**src/rtl/sdcard_writer.sv**
```systemverilog
// RAM-to-SD dump engine: copies MAX_RAM_ADDRESS 16-bit words into 512-byte SD blocks, low byte first.
// Optional running word checksum is built only when SDCARD_WR_CHECKSUM_EN is defined.
module sdcard_writer #(
  parameter logic [24:0] MAX_RAM_ADDRESS = 25'h266F78,
  parameter logic        SDHC            = 1'b1
) (
  input  logic        clk50,
  input  logic        reset,
  input  logic        start,
  output logic        ram_re,
  output logic [24:0] ram_address,
  input  logic [15:0] ram_rdata,
  input  logic        ram_rvalid,
  output logic        sd_wr,
  output logic        sd_continue,
  output logic [31:0] sd_block_addr,
  output logic [7:0]  sd_data,
  output logic        sd_data_next,
  input  logic        sd_data_ack,
  input  logic        sd_busy,
  input  logic [15:0] sd_error,
  output logic        wr_done,
  output logic        wr_error,
  output logic [15:0] checksum
);

  typedef enum logic [3:0] {
    IDLE, WRBLOCK, FETCH, WRL_0, WRL_1, WRH_0, WRH_1, PAD_0, PAD_1, ERROR, DONE
  } state_t;

  state_t      state, state_next;
  logic [24:0] addr, addr_next, addr_inc;
  logic [15:0] word, word_next;
  logic [8:0]  pad_cnt, pad_next, fill;
  logic [31:0] addr32;
  logic        sd_fault;

  assign addr32        = {7'b0, addr};
  assign sd_block_addr = SDHC ? (addr32 >> 8) : (addr32 << 1);
  assign ram_address   = addr;
  assign addr_inc      = addr + 25'd1;
  // bytes already in the block (2 per word) plus pad bytes sent so far
  assign fill          = {addr[7:0], 1'b0} + pad_cnt;
  assign sd_fault      = !sd_busy && (sd_error != '0);

  always_ff @(posedge clk50 or posedge reset) begin
    if (reset) begin
      state   <= IDLE;
      addr    <= '0;
      word    <= '0;
      pad_cnt <= '0;
    end else begin
      state   <= state_next;
      addr    <= addr_next;
      word    <= word_next;
      pad_cnt <= pad_next;
    end
  end

  always_comb begin
    state_next   = state;
    addr_next    = addr;
    word_next    = word;
    pad_next     = pad_cnt;
    sd_wr        = 1'b0;
    sd_continue  = 1'b0;
    sd_data_next = 1'b0;
    ram_re       = 1'b0;
    wr_done      = 1'b0;
    wr_error     = 1'b0;
    case (state)
      IDLE: begin
        if (sd_fault)
          state_next = ERROR;
        else if (start && !sd_busy)
          state_next = WRBLOCK;
      end
      WRBLOCK: begin
        if (addr >= MAX_RAM_ADDRESS) begin
          state_next = DONE;
        end else begin
          sd_wr       = 1'b1;
          sd_continue = (sd_block_addr != '0);
          if (sd_busy)
            state_next = FETCH;
        end
      end
      FETCH: begin
        ram_re = 1'b1;
        if (ram_rvalid) begin
          word_next  = ram_rdata;
          state_next = WRL_0;
        end
      end
      WRL_0: begin
        sd_data_next = 1'b1;
        if (sd_data_ack) state_next = WRL_1;
      end
      WRL_1: if (!sd_data_ack) state_next = WRH_0;
      WRH_0: begin
        sd_data_next = 1'b1;
        if (sd_data_ack) state_next = WRH_1;
      end
      WRH_1: begin
        if (!sd_data_ack) begin
          addr_next = addr_inc;
          if (addr_inc[7:0] == 8'd0) begin
            state_next = WRBLOCK;
          end else if (addr_inc >= MAX_RAM_ADDRESS) begin
            pad_next   = '0;
            state_next = PAD_0;
          end else begin
            state_next = FETCH;
          end
        end
      end
      PAD_0: begin
        sd_data_next = 1'b1;
        if (sd_data_ack) state_next = PAD_1;
      end
      PAD_1: begin
        if (!sd_data_ack) begin
          if (fill == 9'h1FF) begin
            pad_next   = '0;
            state_next = WRBLOCK;
          end else begin
            pad_next   = pad_cnt + 9'd1;
            state_next = PAD_0;
          end
        end
      end
      ERROR:   wr_error = 1'b1;
      DONE:    wr_done  = 1'b1;
      default: state_next = IDLE;
    endcase
    // a controller fault overrides any transition while a block is in flight
    if (sd_fault && (state inside {WRBLOCK, FETCH, WRL_0, WRL_1, WRH_0, WRH_1, PAD_0, PAD_1}))
      state_next = ERROR;
  end

  always_comb begin
    sd_data = '0;
    case (state)
      WRL_0, WRL_1: sd_data = word[7:0];
      WRH_0, WRH_1: sd_data = word[15:8];
      default:      sd_data = '0;
    endcase
  end

`ifdef SDCARD_WR_CHECKSUM_EN
  always_ff @(posedge clk50 or posedge reset) begin
    if (reset)
      checksum <= '0;
    else if (state == FETCH && ram_rvalid)
      checksum <= checksum + ram_rdata;
  end
`else
  assign checksum = '0;
`endif

endmodule

```
**config.mk**
```make
export PLATFORM = sky130hd
export DESIGN_NAME = sdcard_writer
export DESIGN_NICKNAME = d
export VERILOG_FILES = /design/src/rtl/sdcard_writer.sv
export SDC_FILE = /design/constraint.sdc
export NUM_CORES = 1
export LEC_CHECK = 0
export BUFFER_PORTS_ARGS = -buffer_cell sky130_fd_sc_hd__buf_4
export CORE_MARGIN = 8
export CORE_UTILIZATION = 57
export DETAILED_ROUTE_END_ITERATION = 10
export PLACE_DENSITY = 0.87
export REMOVE_ABC_BUFFERS = 1
export SLEW_MARGIN = 10
export SYNTH_ARGS = -nofsm -noshare
export SYNTH_HDL_FRONTEND = slang
export SYNTH_SLANG_ARGS = --single-unit
```
**constraint.sdc**
```tcl
create_clock -name clk50 -period 7.6 [get_ports clk50]
set_input_delay 0.38 -clock clk50 [delete_from_list [all_inputs] [get_ports clk50]]
set_output_delay 0.38 -clock clk50 [all_outputs]
set_load 0.02 [all_outputs]
```
==> qor.yml <==
finalSetupTns_ns: 0
skew_ns: 0.01583
wire_per_inst_um: 16.65
overflow: 0
worst_slack_ns: 4.557
yosysSeqAreaShare_pct: 32.88
synth_cell_types: 68
path_max_fanout: 11
dominantRegCellSynth: "dfrtp_1"
synth_fa_ha_area_share_pct: 3.775
power.density_mw_per_mm2: 223.4
clockBufferDepth: 2
required_ns: 7.22
synth-xor-area-share_pct: 8.097
io_pins: 125
slowest_delay_ns: 0.60
setup_viol: 0
synth_area_leaders: "dfrtp_1, buf_4, xnor2_1, mux2_2, ha_1"
first_global_vias: 3501
fin_util_pct: 65.27
dpl_cell_area_mm2: 0.004538
synth_compound_area_share_pct: 14.49
postCtsSetupBuffers: 0
num_rows: 31
yosysWarnings: 0
power_switching_share_pct: 42.61
clock-sinks: 54
antenna_found_initial: 0
yosys.area.top_type: "dfrtp_1"
period_share_pct: 40.04
leakage_nw: 2.272
synth_top_family_by_area: "simple AND/OR/NAND/NOR gates"
grt_max_degree: 55
syn_area_per_cell_um2: 8.897
cp-start-kind: "flip-flop"
drive_gt1_share_pct: 25.58
syn_area_mm2: 0.004110
finalNetCount: 564
p_sw_w: 0.0004410
async_flop_share_pct: 100.0
synth_top_area_share_pct: 32.88
dieHeight_um: 100.9
drt_iter0_drc: 214
start_util_pct: 57.91
postRouteAntennaNets: 0
seq_area_mm2: 0.001351
cp_slowest_cell: "or4_1"
hpwl_um: 7628
grt.total_usage_pct: 19.46
cts_tree: "yes"
avgViaCountPerCell: 5.878
status: "complete, no violations"
synthToLayoutAreaGrowth_pct: 12.72
rsz0062_at_grt: "false"
syn_inst: 462
cp-end-kind: "primary output"
intPower_w: 0.0005940
multi_input_area_mm2: 0.002312
place_inst: 607
power_frac_clock_pct: 16.4
cts_root_buf: "clkbuf_8"
path_cells: "or4_1 -> a31oi_1 -> o21ai_1 -> or4_1 -> a31oi_1 -> buf_4"
clk_pin_slew_ns: 0.11
fp.coreArea_mm2: 0.007098
hold_viol: 0
diodes: 0
htreeDepth: 2
dr.pass1.iters: 5
worst_pin_slew_ns: 0.9079
hp-class: "in -> async"
cp.arrival_ns: 2.66
numPortBuffers: 93
cts_buffers: 5
insertion_delay_ns: 0.32
p_seq_share_pct: 42.7
min_period_ns: 3.043
drv_slew: 0
ir_worst_vdd_v: 0.0001499
max_cap_viol_count: 0
dp_slack_ns: 4.662
num_vias: 3615
postCtsHoldBufs: 0
cts_resized: 0
synth.area.mux_share_pct: 4.658
dieArea_mm2: 0.01018
synthTopCellsByCount: "dfrtp_1, buf_4, nor2_1"
comb_power_share_pct: 40.9
fmax_mhz: 328.6
rr_worst_depth: 9
fill_cells: 575
stdcell_area_mm2: 0.004633
grt_pass1_wl_um: 16510
max-slew-margin-rel_pct: 39.40
synthSimpleGateAreaFrac_pct: 22.40
drc: 0
wirelength_um: 10240
synth-edff-count: 0
synth_most_common_cell: "dfrtp_1"
critPathKind: "reg -> out"
globalplace.congestion: 0.9123
fp.dieW_um: 100.9
synth_seq_cells: 54
instances_no_fill: 615
-- metrics by stage --
step	hold WS, ns	total power [W]
2_1_floorplan	0.4793	0.0007202
3_3_place_gp	0.4879	0.0008408
3_5_place_dp	0.4947	0.0008634
4_1_cts	0.2796	0.001031
5_1_grt	0.2716	0.001107
6_report	0.2222	0.001035
-- worst paths after layout --
check                                start              to  slack (ns)
max reg2reg                 ram_address[1]        state[0]        4.60
max in group asynchronous            reset  ram_address[1]        6.84
min in group clk50            ram_rdata[1]         word[1]        0.28
max                        ram_address[15]     sd_continue        4.56
min reg2reg                       word[11]        word[11]        0.52
min                                  reset        state[3]        0.22
-- critical path: cells and delay by family, from the launching register on --
kind	cells	cell delay [ns]
AOI/OAI and AO/OA	3	0.53
buffers and inverters	1	0.17
DFF	1	0.53
and+or+nand+nor	2	1.12
-- registers in the layout, indices dropped and copies added, names as in the netlist --
| register | cells |
|---|---|
| pad_cnt | 9 |
| ram_address | 25 |
| state | 4 |
| word | 16 |
-- layer usage --
layer / global-route usage [%] / part of all wire [%]
met1: 22.82 / 38
met3: 4.351 / 8.5
met4: 5.842 / 1.4
met5: 0 / 0
met2: 34.39 / 52
-- cell usage in the layout (no fill, tap or decap), drive strengths merged, types with 3 or more instances in the layout --
master / n
a21o: 4
a21oi: 17
a22o: 6
a22oi: 5
a31oi: 7
a32oi: 4
and2: 3
and3: 15
buf: 94
clkbuf: 5
conb: 31
dfrtp: 54
ha: 10
inv: 12
mux2: 17
nand2: 29
nand3: 22
nand4: 12
nor2: 34
nor3: 12
nor4: 13
nor4b: 6
o21ai: 20
o31ai: 3
or4: 4
xnor2: 31
xor2: 7
-- layout make-up --
type	count	area share, %
sequential	54	29.17
inverter	12	0.9992
timing repair buffer	94	15.23
multi-input combinational	348	49.91
clock buffer	5	1.485
tap	99	2.674
clock inverter	3	0.5401
-- cells by family (layout without fill, tap and decap cells) --
group | after synthesis | count (layout)
AO/OA/AOI/OAI | 86 | 86
other | 1 | 31
multiplexers | 17 | 17
flip-flops | 54 | 54
adder cells (fa/ha/maj) | 12 | 12
buffers and inverters | 90 | 114
AND/OR/NAND/NOR | 164 | 164
XOR/XNOR | 38 | 38
-- power by group through the flow --
stage                     sequential (W)  clock, W  combinational (W)
after global placement          0.000438         0           0.000402
after floorplan                 0.000423         0           0.000297
after CTS                       0.000439  0.000172           0.000420
after detailed placement        0.000445         0           0.000419
final                           0.000442  0.000170           0.000423
after global routing            0.000454  0.000186           0.000467
Note: power is estimated with default switching activity, not from simulation.
